===== src/rtl/multicycle_control_unit_pkg.sv =====
// Shared constants for the multicycle MIPS control path: ALU selects,
// opcode/funct fields and FSM state encoding.
package mips_ctrl_pkg;

   localparam logic [3:0] ALU_SLL = 4'd0;
   localparam logic [3:0] ALU_SRL = 4'd1;
   localparam logic [3:0] ALU_LUI = 4'd2;
   localparam logic [3:0] ALU_ADD = 4'd3;
   localparam logic [3:0] ALU_SUB = 4'd4;
   localparam logic [3:0] ALU_AND = 4'd5;
   localparam logic [3:0] ALU_NOR = 4'd7;
   localparam logic [3:0] ALU_OR  = 4'd8;

   localparam logic [5:0] OP_RTYPE = 6'h00;
   localparam logic [5:0] OP_J     = 6'h02;
   localparam logic [5:0] OP_BEQ   = 6'h04;
   localparam logic [5:0] OP_BNE   = 6'h05;
   localparam logic [5:0] OP_ADDI  = 6'h08;
   localparam logic [5:0] OP_ANDI  = 6'h0C;
   localparam logic [5:0] OP_ORI   = 6'h0D;
   localparam logic [5:0] OP_LUI   = 6'h0F;
   localparam logic [5:0] OP_LW    = 6'h23;
   localparam logic [5:0] OP_SW    = 6'h2B;

   localparam logic [5:0] FN_SLL = 6'h00;
   localparam logic [5:0] FN_SRL = 6'h02;
   localparam logic [5:0] FN_ADD = 6'h20;
   localparam logic [5:0] FN_SUB = 6'h22;
   localparam logic [5:0] FN_AND = 6'h24;
   localparam logic [5:0] FN_OR  = 6'h25;
   localparam logic [5:0] FN_NOR = 6'h27;

   localparam logic [3:0] S_FETCH     = 4'd0;
   localparam logic [3:0] S_DECODE    = 4'd1;
   localparam logic [3:0] S_MEM_ADDR  = 4'd2;
   localparam logic [3:0] S_MEM_READ  = 4'd3;
   localparam logic [3:0] S_MEM_WB    = 4'd4;
   localparam logic [3:0] S_MEM_WRITE = 4'd5;
   localparam logic [3:0] S_R_EXEC    = 4'd6;
   localparam logic [3:0] S_R_WB      = 4'd7;
   localparam logic [3:0] S_I_EXEC    = 4'd8;
   localparam logic [3:0] S_I_WB      = 4'd9;
   localparam logic [3:0] S_BRANCH    = 4'd10;
   localparam logic [3:0] S_JUMP      = 4'd11;

   // Selects which field drives the ALU operation; everything else is ADD.
   typedef enum logic [1:0] {
      CLS_DEFAULT = 2'd0,
      CLS_RTYPE   = 2'd1,
      CLS_ITYPE   = 2'd2,
      CLS_BRANCH  = 2'd3
   } alu_class_t;

   function automatic logic funct_supported(input logic [5:0] funct);
      case (funct)
         FN_ADD, FN_SUB, FN_AND, FN_OR, FN_NOR, FN_SLL, FN_SRL: return 1'b1;
         default:                                              return 1'b0;
      endcase
   endfunction

endpackage


===== src/rtl/multicycle_control_unit_alu_op_decoder.sv =====
// Combinational ALU operation select from instruction class, opcode and funct.
module alu_op_decoder
   import mips_ctrl_pkg::*;
(
   input  logic [1:0] alu_class,
   input  logic [5:0] opcode,
   input  logic [5:0] funct,
   output logic [3:0] alu_operation
);

   always_comb begin
      alu_operation = ALU_ADD;
      case (alu_class_t'(alu_class))
         CLS_RTYPE: begin
            case (funct)
               FN_ADD:  alu_operation = ALU_ADD;
               FN_SUB:  alu_operation = ALU_SUB;
               FN_AND:  alu_operation = ALU_AND;
               FN_OR:   alu_operation = ALU_OR;
               FN_NOR:  alu_operation = ALU_NOR;
               FN_SLL:  alu_operation = ALU_SLL;
               FN_SRL:  alu_operation = ALU_SRL;
               default: alu_operation = ALU_ADD;
            endcase
         end
         CLS_ITYPE: begin
            case (opcode)
               OP_ADDI: alu_operation = ALU_ADD;
               OP_ANDI: alu_operation = ALU_AND;
               OP_ORI:  alu_operation = ALU_OR;
               OP_LUI:  alu_operation = ALU_LUI;
               default: alu_operation = ALU_ADD;
            endcase
         end
         CLS_BRANCH: alu_operation = ALU_SUB;
         default:    alu_operation = ALU_ADD;
      endcase
   end

endmodule


===== src/rtl/multicycle_control_unit.sv =====
// Multicycle MIPS control FSM: only the state is registered, every datapath
// control is decoded combinationally from state, IR fields, Zero and MemReady.
module multicycle_control_unit
   import mips_ctrl_pkg::*;
(
   input  logic       clk,
   input  logic       reset,
   input  logic [5:0] Opcode,
   input  logic [5:0] Funct,
   input  logic       Zero,
   input  logic       MemReady,
   output logic [3:0] ALUOperation,
   output logic       ALUSrcA,
   output logic [1:0] ALUSrcB,
   output logic       IorD,
   output logic       MemRead,
   output logic       MemWrite,
   output logic       IRWrite,
   output logic       PCWrite,
   output logic       RegWrite,
   output logic       RegDst,
   output logic       MemtoReg,
   output logic [1:0] PCSource,
   output logic       Illegal,
   output logic [3:0] State
);

   logic [3:0] state, state_next;
   logic [1:0] alu_class;
   logic       mem_read_raw, mem_write_raw, ir_write_raw;
   logic       pc_write_raw, reg_write_raw, illegal_raw;

   always_ff @(posedge clk) begin
      if (!reset) state <= S_FETCH;
      else        state <= state_next;
   end

   always_comb begin
      state_next    = state;
      alu_class     = CLS_DEFAULT;
      ALUSrcA       = 1'b0;
      ALUSrcB       = 2'd0;
      IorD          = 1'b0;
      RegDst        = 1'b0;
      MemtoReg      = 1'b0;
      PCSource      = 2'd0;
      mem_read_raw  = 1'b0;
      mem_write_raw = 1'b0;
      ir_write_raw  = 1'b0;
      pc_write_raw  = 1'b0;
      reg_write_raw = 1'b0;
      illegal_raw   = 1'b0;
      case (state)
         S_FETCH: begin
            mem_read_raw = 1'b1;
            ALUSrcB      = 2'd1;
            ir_write_raw = MemReady;
            pc_write_raw = MemReady;
            if (MemReady) state_next = S_DECODE;
         end
         S_DECODE: begin
            ALUSrcB = 2'd3;
            case (Opcode)
               OP_RTYPE: begin
                  if (funct_supported(Funct)) begin
                     state_next = S_R_EXEC;
                  end else begin
                     state_next  = S_FETCH;
                     illegal_raw = 1'b1;
                  end
               end
               OP_LW, OP_SW:                     state_next = S_MEM_ADDR;
               OP_ADDI, OP_ANDI, OP_ORI, OP_LUI: state_next = S_I_EXEC;
               OP_BEQ, OP_BNE:                   state_next = S_BRANCH;
               OP_J:                             state_next = S_JUMP;
               default: begin
                  state_next  = S_FETCH;
                  illegal_raw = 1'b1;
               end
            endcase
         end
         S_MEM_ADDR: begin
            ALUSrcA    = 1'b1;
            ALUSrcB    = 2'd2;
            state_next = (Opcode == OP_SW) ? S_MEM_WRITE : S_MEM_READ;
         end
         S_MEM_READ: begin
            IorD         = 1'b1;
            mem_read_raw = 1'b1;
            if (MemReady) state_next = S_MEM_WB;
         end
         S_MEM_WB: begin
            MemtoReg      = 1'b1;
            reg_write_raw = 1'b1;
            state_next    = S_FETCH;
         end
         S_MEM_WRITE: begin
            IorD          = 1'b1;
            mem_write_raw = 1'b1;
            if (MemReady) state_next = S_FETCH;
         end
         S_R_EXEC: begin
            ALUSrcA    = 1'b1;
            alu_class  = CLS_RTYPE;
            state_next = S_R_WB;
         end
         S_R_WB: begin
            RegDst        = 1'b1;
            reg_write_raw = 1'b1;
            state_next    = S_FETCH;
         end
         S_I_EXEC: begin
            ALUSrcA    = 1'b1;
            ALUSrcB    = 2'd2;
            alu_class  = CLS_ITYPE;
            state_next = S_I_WB;
         end
         S_I_WB: begin
            reg_write_raw = 1'b1;
            state_next    = S_FETCH;
         end
         S_BRANCH: begin
            ALUSrcA      = 1'b1;
            alu_class    = CLS_BRANCH;
            PCSource     = 2'd1;
            pc_write_raw = ((Opcode == OP_BEQ) && Zero) || ((Opcode == OP_BNE) && !Zero);
            state_next   = S_FETCH;
         end
         S_JUMP: begin
            PCSource     = 2'd2;
            pc_write_raw = 1'b1;
            state_next   = S_FETCH;
         end
         default: state_next = S_FETCH;
      endcase
   end

   alu_op_decoder u_alu_op_decoder (
      .alu_class     (alu_class),
      .opcode        (Opcode),
      .funct         (Funct),
      .alu_operation (ALUOperation)
   );

   // Reset is synchronous, so gate the enables to keep a mid-instruction
   // reset cycle from committing any write.
   assign MemRead  = mem_read_raw  & reset;
   assign MemWrite = mem_write_raw & reset;
   assign IRWrite  = ir_write_raw  & reset;
   assign PCWrite  = pc_write_raw  & reset;
   assign RegWrite = reg_write_raw & reset;
   assign Illegal  = illegal_raw   & reset;
   assign State    = state;

endmodule


===== config.mk =====
export PLATFORM = sky130hd
export DESIGN_NAME = multicycle_control_unit
export DESIGN_NICKNAME = d
export VERILOG_FILES = /design/src/rtl/multicycle_control_unit_pkg.sv /design/src/rtl/multicycle_control_unit_alu_op_decoder.sv /design/src/rtl/multicycle_control_unit.sv
export SDC_FILE = /design/constraint.sdc
export NUM_CORES = 1
export LEC_CHECK = 0
export ABC_CLOCK_PERIOD_IN_PS = 2800
export BUFFER_PORTS_ARGS = -buffer_cell sky130_fd_sc_hd__buf_2
export CAP_MARGIN = 20
export CORE_ASPECT_RATIO = 1.2
export CORE_MARGIN = 2
export CORE_UTILIZATION = 40
export DETAILED_ROUTE_END_ITERATION = 16
export HOLD_SLACK_MARGIN = 0.05
export PLACE_DENSITY = 0.71
export SETUP_SLACK_MARGIN = 0.02
export SYNTH_ARGS = -nofsm -noshare
export SYNTH_HDL_FRONTEND = slang
export SYNTH_HIERARCHICAL = 1
export SYNTH_SLANG_ARGS = --single-unit

===== constraint.sdc =====
create_clock -name clk -period 2.8 [get_ports clk]
set_input_delay 0.14 -clock clk [delete_from_list [all_inputs] [get_ports clk]]
set_output_delay 0.14 -clock clk [all_outputs]
set_load 0.005 [all_outputs]

==> parameters.txt <==
Parameter                              Value

Global routing
  Via count of the first global-routing pass ... between 800 and 900
  Global-route wire length before repair ... 3590 µm
  Number of antenna violations at the first check in global routing ... 0
  Sum of overflow across all layers after global routing ... 0
  Total GRT Usage ... 0.205
  Largest net degree at the start of global routing ... 18

Clock tree
  # Post-CTS Setup Buffers ... 0
  Root cell of the clock tree ... sky130_fd_sc_hd__clkbuf_4
  Number of buffers on the longest clock path ... 2
  Hold-fix buffers, CTS ... 0
  Depth of the CTS H-tree ... 1
  Insertion delay of the later-clocked pin in the worst-skew pair ... about 0.24 ns
  TritonCTS clock tree ... done
  CTS resizes ... 0
  CTS sink count ... 4
  Clk pin slew, worst setup/hold paths ... 0.04 ns
  Number of buffers inserted during clock tree synthesis ... 3

Detailed routing
  Wirelength, routed ... 2290 µm
  Detailed-route vias per instance ... 5.77
  Total via count after detailed routing ... between 1000 and 1500
  Average wire length per cell after detail routing ... 12.8 µm
  DRC marker count from the first detailed-route iteration ... 18
  Remaining antenna violation count after routing ... 0
  Drc violations ... 0
  Pre-Repair DR Iteration Count ... 4

Floorplanning
  Area of the core ... 1810 µm²
  Overall die area ... 2270 µm²
  Vertical extent of the die ... 51.8 µm
  Effective utilization at floorplan ... 0.421
  Die span in x ... 43.8 µm
  Boundary Pins ... 38
  Number of placement rows ... 17

Cells and area
  Final core utilization ... 0.535
  Top library cells by usage in the layout, fill and taps aside ... sky130_fd_sc_hd__buf_2 (37), sky130_fd_sc_hd__nor2_1 (20), sky130_fd_sc_hd__nand2_1 (13)
  Number of nets in the layout ... 178
  Share of final-layout standard cells stronger than drive strength 1 ... 0.288
  Area grow syn2layout ... 26.9%
  Fin cells ... 179
  Max reg flops ... 4
  Final instance area ... just under 1000 µm²
  Count of antenna diodes in the layout ... 0
  Leading cell type in the layout, fill and taps excluded ... sky130_fd_sc_hd__buf_2

Logic synthesis
  Mean Syn Cell Area ... 6.05 µm²
  Post-synth top area cell ... sky130_fd_sc_hd__dfxtp_1
  Area of the mapped netlist ... 762 µm²
  Warnings from Yosys ... 6
  Area fraction of the dominant cell type after synthesis ... 0.105
  Top post-synthesis cells by area ... sky130_fd_sc_hd__dfxtp_1 (11%), sky130_fd_sc_hd__nor2_1 (9.9%), sky130_fd_sc_hd__a21oi_1 (7.2%)
  Cells after synthesis ... roughly 130
  Seq cells post-synth ... 4
  Part of the Yosys area used for sequential elements ... 0.105
  Cell variety after synth ... 36
  Net count of the mapped netlist ... 142

Critical path
  Data required time of the worst path ... 2.66 ns
  Number of cells on the critical path ... 6
  Top delay family on crit path ... simple AND/OR/NAND/NOR gates
  Most repeated library cell on the critical path ... sky130_fd_sc_hd__nand2b_1
  Arrival time of the worst setup path ... 2.19 ns
  Critical path fanouts, max ... 16
  Number of cells on the worst reg-to-reg path ... 4
  Cell breakdown of the critical path ... nand2b_1, a21oi_1, nand2b_1, or4_1, o21ai_0, buf_2
  CP startpoint kind ... flop
  CP max stage delay ... 0.62 ns
  Crit Path Category ... reg -> out
  Critical Path End Type ... primary output
  Sum of buffers and inverters on the critical path ... 1
  Slowest-stage cell, CP ... sky130_fd_sc_hd__dfxtp_1

Timing
  Worst Setup Slack, final ... between 0.4 and 0.5 ns
  Number of pins with negative max-slew slack in the final report ... 0
  Final worst path period need ... 2.33 ns
  Final count of negative-setup-slack endpoints ... 0
  Fin crit share ... 0.833
  Unrepaired setup endpoints after global routing ... no
  Total Negative Setup Slacks ... 0 ns
  Worst slew margin relative to its limit ... 0.667
  Post-route clock skew ... 0.0000836 ns
  Final hold vios ... 0
  Peak Freq ... 429 MHz
  Slew at the pin closest to its max-slew limit ... 0.499 ns

Power
  PwrDens ... 245 nW/µm²
  IR Drop Worst-Case VDD ... 0.000144 V
  Leakage component of the power ... 0.000443 µW

Status
  Status ... completed

Place
  Post-placement cell area ... 945 µm²
  Post-detail-place hpwl ... 1780 µm
  Total placed cells including tap cells ... 176
  Pre-CTS setup slack ... 0.749 ns
  Port buffer count ... 37
  Routability cong. ... 0.995

Min path
  Cell depth of the worst min-delay path ... 3
  Hold crit path type ... in -> reg

Flow run
  Max-Cap Viols ... 0
[tightest hold or removal path, stage by stage]
cell	delay, ns
sky130_fd_sc_hd__buf_2	0.14
sky130_fd_sc_hd__nand2_1	0.07
sky130_fd_sc_hd__o2bb2ai_1	0.06
[cells in the mapped netlist]
library cell and n:
sky130_fd_sc_hd__clkbuf_1 6, sky130_fd_sc_hd__xnor2_1 4, sky130_fd_sc_hd__and4bb_2 1, sky130_fd_sc_hd__inv_1 7, sky130_fd_sc_hd__or4_1 1, sky130_fd_sc_hd__a311oi_1 1, sky130_fd_sc_hd__o2bb2ai_1 2, sky130_fd_sc_hd__o211ai_1 2
sky130_fd_sc_hd__nand2b_1 3, sky130_fd_sc_hd__a21boi_0 3, sky130_fd_sc_hd__nand4b_1 2, sky130_fd_sc_hd__a31oi_1 1, sky130_fd_sc_hd__and3b_1 1, sky130_fd_sc_hd__dfxtp_1 4, sky130_fd_sc_hd__nor3_1 9, sky130_fd_sc_hd__nand2_1 13
sky130_fd_sc_hd__a221oi_1 1, sky130_fd_sc_hd__or2_2 1, sky130_fd_sc_hd__nor2b_1 4, sky130_fd_sc_hd__nand3b_1 2, sky130_fd_sc_hd__buf_6 1, sky130_fd_sc_hd__o32ai_1 1, sky130_fd_sc_hd__nor2_1 20, sky130_fd_sc_hd__nand3_1 2
sky130_fd_sc_hd__a21oi_1 11, sky130_fd_sc_hd__nor4_2 1, sky130_fd_sc_hd__a21o_2 1, sky130_fd_sc_hd__and3_1 3, sky130_fd_sc_hd__a211oi_1 1, sky130_fd_sc_hd__a21o_1 1, sky130_fd_sc_hd__nor3b_1 1, sky130_fd_sc_hd__mux2i_1 1
sky130_fd_sc_hd__o22ai_1 2, sky130_fd_sc_hd__o21ai_0 9, sky130_fd_sc_hd__or3_4 1, sky130_fd_sc_hd__nor4_1 2
[stage by stage]
step | hold WS [ns] | power (µW)
6_report | 0.230 | 237
5_1_grt | 0.226 | 256
4_1_cts | 0.214 | 239
3_5_place_dp | 0.465 | 165
3_3_place_gp | 0.464 | 163
2_1_floorplan | 0.260 | 124
[kinds of logic (layout without fill, tap and decap cells)]
group | count (synthesis) | count (layout) | share of synthesized area
simple gates | 67 | 67 | 0.463
compound gates | 36 | 36 | 0.294
buf+inv | 14 | 48 | 0.0788
xor+xnor | 4 | 4 | 0.0460
flops | 4 | 4 | 0.105
mux | 1 | 1 | 0.0131
[power breakdown]
part	switching, µW	internal [µW]
Combinational	56.1	41.5
Clock	23.9	48.0
Sequential	7.79	59.9
[final cells by class]
class	count	area (µm²)
Sequential cell	4	80.1
Inverter	7	26.3
Multi-Input combinational cell	108	622
Tap cell	19	23.8
Fill cell	193	841
Timing Repair Buffer	38	193
Clock buffer	3	22.5
[routing by layer]
| metal | routed length, µm | global-route usage | vias to the layer above | part of all wire |
|---|---|---|---|---|
| met5 | 0 | 0 | - | 0 |
| met4 | 34 | 0.0556 | 0 | 0.015 |
| met3 | 149 | 0.0278 | 6 | 0.065 |
| met2 | 1130 | 0.365 | 49 | 0.49 |
| met1 | 973 | 0.251 | 455 | 0.42 |
| li1 | - | - | 523 | - |
[final timing paths]
kind,end,slack (ns),startpoint
setup / recovery,ALUOperation[3],0.47,State[2]
hold / removal,State[3],0.23,reset
setup reg to reg,State[1],1.25,State[0]
hold reg to reg,State[1],0.73,State[1]
Power figures use the tool's default switching activity.
